**config.mk**
```make
export PLATFORM = sky130hd
export DESIGN_NAME = avalon_write_master
export DESIGN_NICKNAME = d
export VERILOG_FILES = /design/src/rtl/avalon_write_master.sv
export SDC_FILE = /design/constraint.sdc
export NUM_CORES = 1
export LEC_CHECK = 0
export ABC_AREA = 1
export CELL_PAD_IN_SITES_DETAIL_PLACEMENT = 1
export CELL_PAD_IN_SITES_GLOBAL_PLACEMENT = 1
export CORE_ASPECT_RATIO = 1.5
export CORE_MARGIN = 2
export CORE_UTILIZATION = 25
export CTS_CLUSTER_SIZE = 28
export DETAILED_ROUTE_END_ITERATION = 10
export DONT_BUFFER_PORTS = 1
export MAX_ROUTING_LAYER = met4
export PLACE_DENSITY_LB_ADDON = 0.1
export SETUP_SLACK_MARGIN = 0.05
export SYNTH_ARGS = -nofsm -noshare
export SYNTH_HDL_FRONTEND = slang
export SYNTH_SLANG_ARGS = --single-unit
```
**constraint.sdc**
```tcl
create_clock -name clk -period 5.43 [get_ports clk]
set_clock_uncertainty 0.15 [all_clocks]
set_input_delay 1.3575 -clock clk [delete_from_list [all_inputs] [get_ports clk]]
set_output_delay 1.3575 -clock clk [all_outputs]
set_load 0.05 [all_outputs]
```
**src/rtl/avalon_write_master.sv**
```systemverilog
// avalon_write_master
//
// Avalon-MM write master for the mining-core user logic. A go strobe latches
// a base byte address and a byte length; user data is buffered in an
// internal show-ahead FIFO and drained to the memory fabric one word per
// accepted bus cycle. control_done is high whenever the master is idle.
//
// Ports
//   clk, reset                  clock, synchronous active-low reset
//   control_fixed_location      1 = keep the same address for every word
//   control_write_base          start byte address
//   control_write_length        transfer byte count (low bits ignored)
//   control_go                  single-cycle start strobe
//   control_done                high while idle
//   user_write_buffer           push user_buffer_data into the FIFO
//   user_buffer_data            push data
//   user_buffer_full            FIFO holds FIFODEPTH words
//   master_address              bus byte address
//   master_write                bus write request
//   master_byteenable           always all ones
//   master_writedata            FIFO head word
//   master_waitrequest          slave stall
module avalon_write_master #(
  parameter int ADDRESSWIDTH    = 28,
  parameter int DATAWIDTH       = 32,
  parameter int BYTEENABLEWIDTH = 4,
  parameter int FIFODEPTH       = 16,
  parameter int FIFODEPTHLOG2   = 4
) (
  input  logic                       clk,
  input  logic                       reset,
  input  logic                       control_fixed_location,
  input  logic [ADDRESSWIDTH-1:0]    control_write_base,
  input  logic [ADDRESSWIDTH-1:0]    control_write_length,
  input  logic                       control_go,
  output logic                       control_done,
  input  logic                       user_write_buffer,
  input  logic [DATAWIDTH-1:0]       user_buffer_data,
  output logic                       user_buffer_full,
  output logic [ADDRESSWIDTH-1:0]    master_address,
  output logic                       master_write,
  output logic [BYTEENABLEWIDTH-1:0] master_byteenable,
  output logic [DATAWIDTH-1:0]       master_writedata,
  input  logic                       master_waitrequest
);

  localparam logic [0:0] IDLE = 1'b0;
  localparam logic [0:0] XFER = 1'b1;

  localparam logic [ADDRESSWIDTH-1:0] STEP     = ADDRESSWIDTH'(BYTEENABLEWIDTH);
  localparam logic [ADDRESSWIDTH-1:0] LOW_MASK = ADDRESSWIDTH'(BYTEENABLEWIDTH - 1);
  localparam logic [FIFODEPTHLOG2:0]  FULL_CNT = (FIFODEPTHLOG2 + 1)'(FIFODEPTH);

  logic [0:0]              state;
  logic [ADDRESSWIDTH-1:0] address;
  logic [ADDRESSWIDTH-1:0] remaining;
  logic                    fixed;

  logic [DATAWIDTH-1:0]     mem [FIFODEPTH];
  logic [FIFODEPTHLOG2-1:0] rd_ptr;
  logic [FIFODEPTHLOG2-1:0] wr_ptr;
  logic [FIFODEPTHLOG2:0]   count;
  logic [FIFODEPTHLOG2:0]   count_next;

  logic push;
  logic fifo_empty;
  logic accept;

  // A push while full is dropped outright; a pop is simply a bus accept.
  assign push       = user_write_buffer & ~user_buffer_full;
  assign fifo_empty = (count == '0);
  assign accept     = master_write & ~master_waitrequest;
  assign count_next = count + (FIFODEPTHLOG2 + 1)'(push) - (FIFODEPTHLOG2 + 1)'(accept);

  // Storage has no reset: contents are only visible when count is non-zero.
  always_ff @(posedge clk) begin
    if (push) begin
      mem[wr_ptr] <= user_buffer_data;
    end
  end

  // Full is registered from the next count so it is exact on every cycle.
  always_ff @(posedge clk) begin
    if (!reset) begin
      rd_ptr           <= '0;
      wr_ptr           <= '0;
      count            <= '0;
      user_buffer_full <= 1'b0;
    end else begin
      if (push) begin
        wr_ptr <= wr_ptr + 1'b1;
      end
      if (accept) begin
        rd_ptr <= rd_ptr + 1'b1;
      end
      count            <= count_next;
      user_buffer_full <= (count_next == FULL_CNT);
    end
  end

  // A go with a sub-word length leaves remaining at zero, so XFER lasts one
  // cycle and no write is issued. The transfer ends either on the accept of
  // the last word or right away when nothing remains.
  always_ff @(posedge clk) begin
    if (!reset) begin
      state     <= IDLE;
      address   <= '0;
      remaining <= '0;
      fixed     <= 1'b0;
    end else begin
      case (state)
        IDLE: begin
          if (control_go) begin
            state     <= XFER;
            address   <= control_write_base;
            remaining <= control_write_length & ~LOW_MASK;
            fixed     <= control_fixed_location;
          end
        end
        default: begin
          if (accept) begin
            remaining <= remaining - STEP;
            if (!fixed) begin
              address <= address + STEP;
            end
          end
          if ((remaining == '0) || (accept && (remaining == STEP))) begin
            state <= IDLE;
          end
        end
      endcase
    end
  end

  assign control_done      = (state == IDLE);
  assign master_write      = (state == XFER) & ~fifo_empty & (remaining != '0);
  assign master_address    = address;
  assign master_writedata  = mem[rd_ptr];
  assign master_byteenable = '1;

endmodule

```
==> out/qor.csv, run 1 <==
stage,metric,value,unit
cts,path_clk_slew,0.06,ns
timing,tightest_slew,0.9832,ns
timing,holdWs,0.3430,ns
placement,gp_congestion,0.7800,
grt,gr-total-overflow,0,
critical_path,slowest_delay,0.72,ns
placement,port-buffer-count,0,
hold_path,hp-class,register to register,
yosys,yosysWarningCount,0,
outcome,outcome,"finished, final reports clean",
critical_path,crit_fanout,56,
drt,drt-vias-per-instance,4.661,
cts,cts-root-buf,clkbuf_16,
critical_path,path_class,register to primary output,
yosys,synth_area_per_cell,11.44,sq um
floorplan,row_count,143,
placement,hpwl,46.10,mm
final_layout,multi_input_area,0.007219,sq mm
yosys,yosys-top-cells-area,"edfxtp_1 (61%), dfxtp_1 (5.8%), mux2i_1 (5.1%), nand2_1 (4.4%), o211ai_1 (3.8%)",
yosys,synth_cells,2215,
timing,relSlewSlack,34.30,%
cts,hold_buffers,0,
cts,clockBufferDepth,3,
floorplan,dieArea,0.1040,sq mm
timing,period_needed,4.543,ns
grt,grt_use_total,15.54,%
yosys,synth_top_area_cell,edfxtp_1,
drt,firstDrtPassIters,5,
cts,post_cts_buffers,0,
drt,wl,78.40,mm
yosys,ys_ff_latch,586,
pwr,leakage,9.934,nW
drt,drt_iter0_drc,651,
final_layout,fillers,11170,
floorplan,coreArea,0.1009,sq mm
cts,worstSkewPairLatency,0.64,ns
critical_path,ff2ff_setup_slack,1.86,ns
timing,final_max_slew_viol_count,0,
final_layout,final_cell_mix,"edfxtp_1 (512), nand2_1 (300), inv_1 (204)",
grt,first_global_vias,17980,
final_layout,final_common_cell,edfxtp_1,
critical_path,rr_startpoint,remaining[2],
timing,setup_viol,0,
final_layout,finalNetCount,2310,
placement,post-place-ws,1.445,ns
floorplan,die_w,263.9,um
grt,grt_pass1_wl,116.1,mm
critical_path,r2r-end,user_buffer_full,
cts,cts.sinks,586,
yosys,synthDistinctLibCells,39,
floorplan,io-pin-count,161,
timing,rsz0062_at_grt,false,
pwr,powerDensity,401.6,mW/mm^2
grt,antenna_found_initial,1,
final_layout,drive_gt1_share,8.044,%
critical_path,crit_buf_inv,1,
final_layout,seqCellArea,0.01687,sq mm
timing,layout_setup_ws,0.8866,ns
timing,max_freq,220.1,MHz
critical_path,cp-start-kind,register,
yosys,ys.flop_type,edfxtp_1,
yosys,synthArstFlopShare,0,%
timing,fin_tns_setup,0,ns
critical_path,r2r_cells,19,
timing,timing.final.crit_share,83.67,%
critical_path,crit_slowest_cell,dfxtp_4,
cts,cts_resized,0,
critical_path,end_kind,primary output,
drt,postRouteAntennaNets,0,
critical_path,cp_top_family,flip-flops,
cts,htreeDepth,3,
critical_path,arrival,3.04,ns
cts,cts_tree,yes,
final_layout,synthToLayoutAreaGrowth,14.65,%
drt,drc,0,
critical_path,path_depth,5,
timing,hold_viol,0,
floorplan,die_h,393.9,um
yosys,ys_seq_area_share,66.53,%
drt,num_vias,16580,
critical_path,critical_path_required,3.92,ns
yosys,synth.top_cell.area_share,60.68,%
floorplan,start_util,25.11,%
grt,grt_max_degree,93,
cts,cts_inserted_buffers,67,
drt,routedWlPerCell,22.05,um
critical_path,crit_path_cell_trace,buf_4 -> mux2i_1 -> o21ai_0 -> o211ai_1 -> nand2_1,
yosys,synth-edff-count,512,
pwr,ir_worst_vdd,0.0002094,V
critical_path,cp-endpoint,master_writedata[16],
flow_run,drv_cap,0,
yosys,syn_area,0.02534,sq mm
==> Yosys cell counts (2+ instances only) <==
master and number:
buf_1 11, clkbuf_1 69, xnor2_1 2, o21ai_0 171, mux2i_1 128, nand3_1 132
nand2_1 300, buf_2 24, o31ai_1 3, o211ai_1 128, nor2_2 7, or2_2 3
nand2_4 2, buf_6 4, nor2_1 191, dfxtp_1 74, inv_2 3, nand3b_1 7
o21ai_1 12, ha_1 14, a21oi_1 154, buf_4 18, nand4_1 12, nand2_2 3
xor2_1 12, inv_1 207, edfxtp_1 512
==> final cells by class <==
class / count / share of cell area [%]
diodes: 1 / 0.008614
flip-flops and latches: 586 / 58.07
repair buffers: 40 / 1.292
multi-input cells: 1295 / 24.85
clock inverters: 29 / 1.072
inverters: 211 / 2.739
well taps: 1305 / 5.621
clock buffers: 89 / 6.344
==> per-stage QoR <==
stage	utilization (%)	total power, mW	std cells	area [sq um]
floorplan	-	6.785	2218	25350
global placement	26.65	7.246	3437	26890
detailed placement	26.65	7.271	3437	26890
CTS	28.79	11.92	3555	29050
global route	28.79	12.24	3555	29050
finish	28.79	11.67	3556	29050
==> report_power, final <==
group	leakage (nW)	switching, mW	internal, mW	total, mW
clock network	1.05	1.92	2.63	4.55
logic	3.65	1.25	0.476	1.72
registers	5.24	0.270	5.12	5.39
total	9.93	3.43	8.23	11.7
==> cell families after synthesis <==
logic type      synth area share, %
simple gates                  10.98
flops                         66.53
compound gates                10.67
buf+inv                       5.501
mux                           5.057
fa+ha+maj                    0.7703
xor+xnor                     0.4839
other cells                 0.01480
==> routing by layer <==
layer	GRT usage (%)	vias up	share of wire [%]
li1	-	7804	-
met1	16.63	8389	40
met2	28.06	278	52
met3	3.567	104	5.0
met4	5.164	0	2.5
met5	-	-	0
==> worst min path at each step <==
stage / to / cells after the start / startpoint / slack, ns
after floorplan: fixed / 2 / fixed / 0.31
after global placement: fixed / 2 / fixed / 0.33
after detailed placement: fixed / 2 / fixed / 0.34
after CTS: fixed / 2 / fixed / 0.35
after global routing: fixed / 2 / fixed / 0.37
final: fixed / 2 / fixed / 0.34
==> worst min-delay path: stages (launching register included) <==
cell and delay, ns:
dfxtp_1 0.31, inv_1 0.07, a21oi_1 0.06
==> flip-flops by register name, summed over array words and instances (netlist names), named ones only <==
name              cells
mem                 512
master_address       28
remaining            26
count                 5
rd_ptr                4
wr_ptr                4
fixed                 1
state                 1
user_buffer_full      1
No activity file was read; power rests on OpenSTA's default activity.
==> run 2: changes to the inputs <==
==> constraint.sdc (replaced) <==
create_clock -name clk -period 4.6 [get_ports clk]
set_clock_uncertainty 0.15 [all_clocks]
set_input_delay 1.15 -clock clk [delete_from_list [all_inputs] [get_ports clk]]
set_output_delay 1.15 -clock clk [all_outputs]
set_load 0.05 [all_outputs]
==> run 2 against run 1 <==
Against the previous run:
- worst hold slack better by 0.00056 ns
- global-route usage is 0.39 points higher
- utilization is 0.10 points higher
- sequential share of layout area is 0.21 points lower
- non-clock buffer count is 1 higher
- register-to-register slack worse by 0.73 ns
- clock-buffer cell count is 6 lower
- via count is 0.19% higher
- sequential cell count stayed put
- cell area is 0.36% higher
==> out/qor.csv, run 2 (synthesized netlist as in run 1, its figures left out) <==
stage,metric,value,unit
pwr,leakage,9.950,nW
critical_path,cp-start-kind,register,
placement,gp_congestion,0.7799,
timing,fin_tns_setup,0,ns
floorplan,io-pin-count,161,
grt,gr-total-overflow,0,
critical_path,critical_path_required,3.30,ns
timing,hold_viol,0,
critical_path,crit_slowest_cell,dfxtp_4,
cts,path_clk_slew,0.06,ns
cts,cts.sinks,586,
floorplan,start_util,25.11,%
drt,num_vias,16610,
timing,layout_setup_ws,0.5103,ns
timing,final_max_slew_viol_count,0,
timing,period_needed,4.090,ns
pwr,powerDensity,468.2,mW/mm^2
outcome,outcome,"finished, final reports clean",
timing,tightest_slew,1.069,ns
timing,setup_viol,0,
cts,cts_resized,0,
critical_path,arrival,2.79,ns
grt,first_global_vias,18180,
drt,routedWlPerCell,22.48,um
final_layout,finalNetCount,2310,
cts,hold_buffers,0,
timing,relSlewSlack,28.64,%
drt,drc,0,
floorplan,coreArea,0.1009,sq mm
final_layout,largest_reg_flops,512,
cts,clockBufferDepth,3,
hold_path,hp-class,register to register,
critical_path,crit_path_cell_trace,buf_4 -> buf_4 -> mux2i_1 -> o211ai_1 -> nand3_1 -> nand2_1,
final_layout,final_common_cell,edfxtp_1,
final_layout,synthToLayoutAreaGrowth,15.06,%
cts,htreeDepth,3,
timing,timing.final.crit_share,88.91,%
final_layout,drive_gt1_share,7.826,%
floorplan,dieArea,0.1040,sq mm
critical_path,ff2ff_setup_slack,1.13,ns
drt,drt-vias-per-instance,4.671,
grt,grt_max_degree,129,
cts,cts_tree,yes,
floorplan,die_h,393.9,um
floorplan,row_count,143,
drt,drt_iter0_drc,655,
critical_path,slowest_delay,0.62,ns
drt,postRouteAntennaNets,0,
drt,firstDrtPassIters,4,
pwr,ir_worst_vdd,0.0002135,V
critical_path,crit_path_frequent_cell,buf_4,
cts,cts-root-buf,clkbuf_16,
placement,post-place-ws,0.9060,ns
critical_path,end_kind,primary output,
critical_path,crit_fanout,28,
cts,cts_inserted_buffers,66,
drt,wl,79.91,mm
timing,rsz0062_at_grt,false,
cts,worstSkewPairLatency,0.63,ns
timing,max_freq,244.5,MHz
critical_path,crit_buf_inv,2,
final_layout,top_register,mem,
critical_path,path_class,register to primary output,
floorplan,die_w,263.9,um
cts,post_cts_buffers,0,
flow_run,drv_cap,0,
grt,antenna_found_initial,1,
grt,grt_pass1_wl,118.7,mm
placement,port-buffer-count,0,
placement,hpwl,45.67,mm
grt,grt_use_total,15.93,%
final_layout,final_cell_mix,"edfxtp_1 (512), nand2_1 (300), inv_1 (204)",
critical_path,cp_top_family,buffers and inverters,
-- run 2: metrics by stage --
stage	instances	hold WS (ns)	power, mW	util [%]	area, sq um
5_1_grt	3554	0.3839	14.33	28.89	29150
6_report	3555	0.3435	13.65	28.89	29150
4_1_cts	3554	0.3479	13.94	28.89	29150
3_3_place_gp	3438	0.3300	8.584	26.82	27060
3_5_place_dp	3438	0.3370	8.621	26.82	27060
2_1_floorplan	2218	0.3110	8.009	-	25350
-- run 2: worst paths after layout --
kind | start | end | cells after the start
setup reg to reg | remaining[2] | user_buffer_full | 19
setup / recovery | register | master_writedata[30] | 6
hold / removal | fixed | fixed | 2
hold reg to reg | fixed | fixed | 2
-- run 2: where the power goes --
group | internal [mW] | switching, mW
clock network | 2.98 | 2.24
logic | 0.584 | 1.49
registers | 6.05 | 0.306
-- run 2: layout make-up --
cell class	instances	area (sq um)
antenna	1	2.502
fill	11150	71760
timing repair buffer	41	545.5
clock inverter	33	309.0
multi-input combinational	1295	7219
inverter	211	795.8
clock buffer	83	1779
sequential	586	16870
tap	1305	1633
-- run 2: metal layers --
metal  GRT usage [%]  wire length [um]
met4           4.576              1629
met1           17.19             31700
met3           4.217              4768
met5               -                 0
met2           28.52             41810
-- run 2: worst reg2reg max path: cells and delay by family, from the launching register on --
kind	cells	cell delay, ns
compound gates	1	0.06
xor+xnor	1	0.15
fa+ha+maj	4	1.15
buf+inv	5	0.50
flops	1	0.34
simple gates	8	1.01
==> run 3: changes to the inputs <==
--- a/config.mk
+++ b/config.mk
@@ -6,11 +6,13 @@
 export NUM_CORES = 1
 export LEC_CHECK = 0
 export ABC_AREA = 1
+export CAP_MARGIN = 15
 export CELL_PAD_IN_SITES_DETAIL_PLACEMENT = 1
 export CELL_PAD_IN_SITES_GLOBAL_PLACEMENT = 1
 export CORE_ASPECT_RATIO = 1.5
 export CORE_MARGIN = 2
 export CORE_UTILIZATION = 25
+export CTS_BUF_LIST = sky130_fd_sc_hd__clkbuf_2 sky130_fd_sc_hd__clkbuf_4 sky130_fd_sc_hd__clkbuf_8
 export CTS_CLUSTER_SIZE = 28
 export DETAILED_ROUTE_END_ITERATION = 10
 export DONT_BUFFER_PORTS = 1
==> run 3 against run 2 <==
Against the previous run:
- critical path depth did not move
- wire length rose by 1.1%
- utilization is 0.22 points lower
- cell count grew 1.4%
- clock-buffer cell count is 54 higher
- sequential cell count did not move
- register-to-register slack hardly changed
- via count rose by 1.2%
- sequential power is essentially flat
- die area unchanged
==> out/qor.csv, run 3 (synthesized netlist as in run 1, its figures left out) <==
stage,metric,value,unit
final_layout,synthToLayoutAreaGrowth,14.19,%
timing,period_needed,4.217,ns
cts,post_cts_buffers,0,
grt,grt_pass1_wl,120.4,mm
placement,gp_congestion,0.7799,
cts,worstSkewPairLatency,0.79,ns
final_layout,top_register,mem,
timing,setup_viol,0,
critical_path,critical_path_required,3.30,ns
grt,grt_max_degree,129,
critical_path,r2r_cells,19,
floorplan,die_w,263.9,um
final_layout,final_cell_mix,"edfxtp_1 (512), nand2_1 (300), inv_1 (204)",
cts,path_clk_slew,0.06,ns
floorplan,row_count,143,
cts,cts_resized,0,
drt,postRouteAntennaNets,0,
hold_path,hp-class,input port to register,
grt,use_met1,17.09,%
drt,drt_iter0_drc,625,
grt,grt_util_met2,28.85,%
outcome,outcome,"finished, final reports clean",
pwr,powerDensity,451.1,mW/mm^2
placement,hpwl,45.67,mm
critical_path,cp_top_family,buffers and inverters,
timing,timing.final.crit_share,91.68,%
final_layout,drive_gt1_share,10.48,%
grt,first_global_vias,18570,
critical_path,crit_buf_inv,2,
pwr,leakage,9.928,nW
final_layout,finalNetCount,2344,
flow_run,drv_cap,0,
critical_path,crit_path_cell_trace,buf_4 -> buf_4 -> mux2i_1 -> o211ai_1 -> nand3_1 -> nand2_1,
timing,tightest_slew,1.065,ns
critical_path,slowest_delay,0.61,ns
final_layout,post-route-util,28.67,%
timing,fin_tns_setup,0,ns
critical_path,end_kind,primary output,
final_layout,fillers,11210,
timing,hold_viol,0,
cts,hold_buffers,0,
grt,antenna_found_initial,3,
critical_path,path_class,register to primary output,
cts,cts_inserted_buffers,100,
floorplan,io-pin-count,161,
hold_path,min_delay_path_depth,0,
timing,relSlewSlack,28.90,%
timing,max_freq,237.1,MHz
critical_path,crit_path_frequent_cell,buf_4,
drt,drt-vias-per-instance,4.661,
placement,post-place-ws,0.9060,ns
timing,holdWs,0.3109,ns
critical_path,arrival,2.92,ns
placement,port-buffer-count,0,
cts,cts.sinks,586,
cts,clockBufferDepth,3,
final_layout,final_common_cell,edfxtp_1,
final_layout,largest_reg_flops,512,
pwr,ir_worst_vdd,0.0001703,V
cts,cts-root-buf,clkbuf_8,
critical_path,path_depth,6,
floorplan,start_util,25.11,%
grt,grt_use_total,16.13,%
floorplan,coreArea,0.1009,sq mm
drt,routedWlPerCell,22.40,um
timing,rsz0062_at_grt,false,
floorplan,die_h,393.9,um
critical_path,crit_slowest_cell,dfxtp_4,
grt,grt_util_met3,4.723,%
timing,layout_setup_ws,0.3829,ns
grt,gr-total-overflow,0,
drt,firstDrtPassIters,5,
timing,final_max_slew_viol_count,0,
cts,htreeDepth,3,
floorplan,dieArea,0.1040,sq mm
critical_path,cp-start-kind,register,
drt,wl,80.76,mm
drt,num_vias,16810,
grt,grt.busiest_layer,met2,
pwr,power.total,13.05,mW
cts,cts_tree,yes,
critical_path,crit_fanout,28,
drt,drc,0,
run 3: report_power, final:
group / total, mW / switching (mW) / internal (mW)
Sequential: 6.36 / 0.306 / 6.05
Clock: 4.62 / 2.23 / 2.39
Combinational: 2.08 / 1.49 / 0.584
Total: 13.1 / 4.03 / 9.02
run 3: final cells by class:
| cell class | count | area (sq um) | area share [%] |
|---|---|---|---|
| Clock buffer | 137 | 1673 | 5.782 |
| Timing Repair Buffer | 41 | 545.5 | 1.885 |
| Antenna cell | 1 | 2.502 | 0.008649 |
| Multi-Input combinational cell | 1295 | 7219 | 24.95 |
| Inverter | 211 | 795.8 | 2.750 |
| Clock inverter | 30 | 195.2 | 0.6746 |
| Sequential cell | 586 | 16870 | 58.30 |
| Tap cell | 1305 | 1633 | 5.643 |
run 3: layer usage:
metal  vias to the layer above  share of wire, %
li1                       7866                 -
met1                      8509                39
met2                       327                52
met3                       107               6.3
met4                         0               2.1
met5                         -                 0
run 3: path summary, 6_finish.rpt:
kind,end,from,slack (ns)
hold reg to reg,fixed,fixed,0.34
setup / recovery,master_writedata[30],register,0.38
hold / removal,mem[3][18],user_buffer_data[18],0.31
setup reg to reg,user_buffer_full,remaining[2],1.12
run 3: stage by stage:
| stage | std cells | instance area [sq um] |
|---|---|---|
| final | 3606 | 28930 |
| after global routing | 3606 | 28930 |
| after CTS | 3605 | 28930 |
| after detailed placement | 3438 | 27060 |
| after global placement | 3438 | 27060 |
| after floorplan | 2218 | 25350 |
run 3: worst register-to-register path: cells and delay by family (launching register included):
kind	cells	cell delay (ns)
simple gates	8	1.03
fa+ha+maj	4	1.15
xor+xnor	1	0.16
buf+inv	5	0.50
compound gates	1	0.06
flops	1	0.34
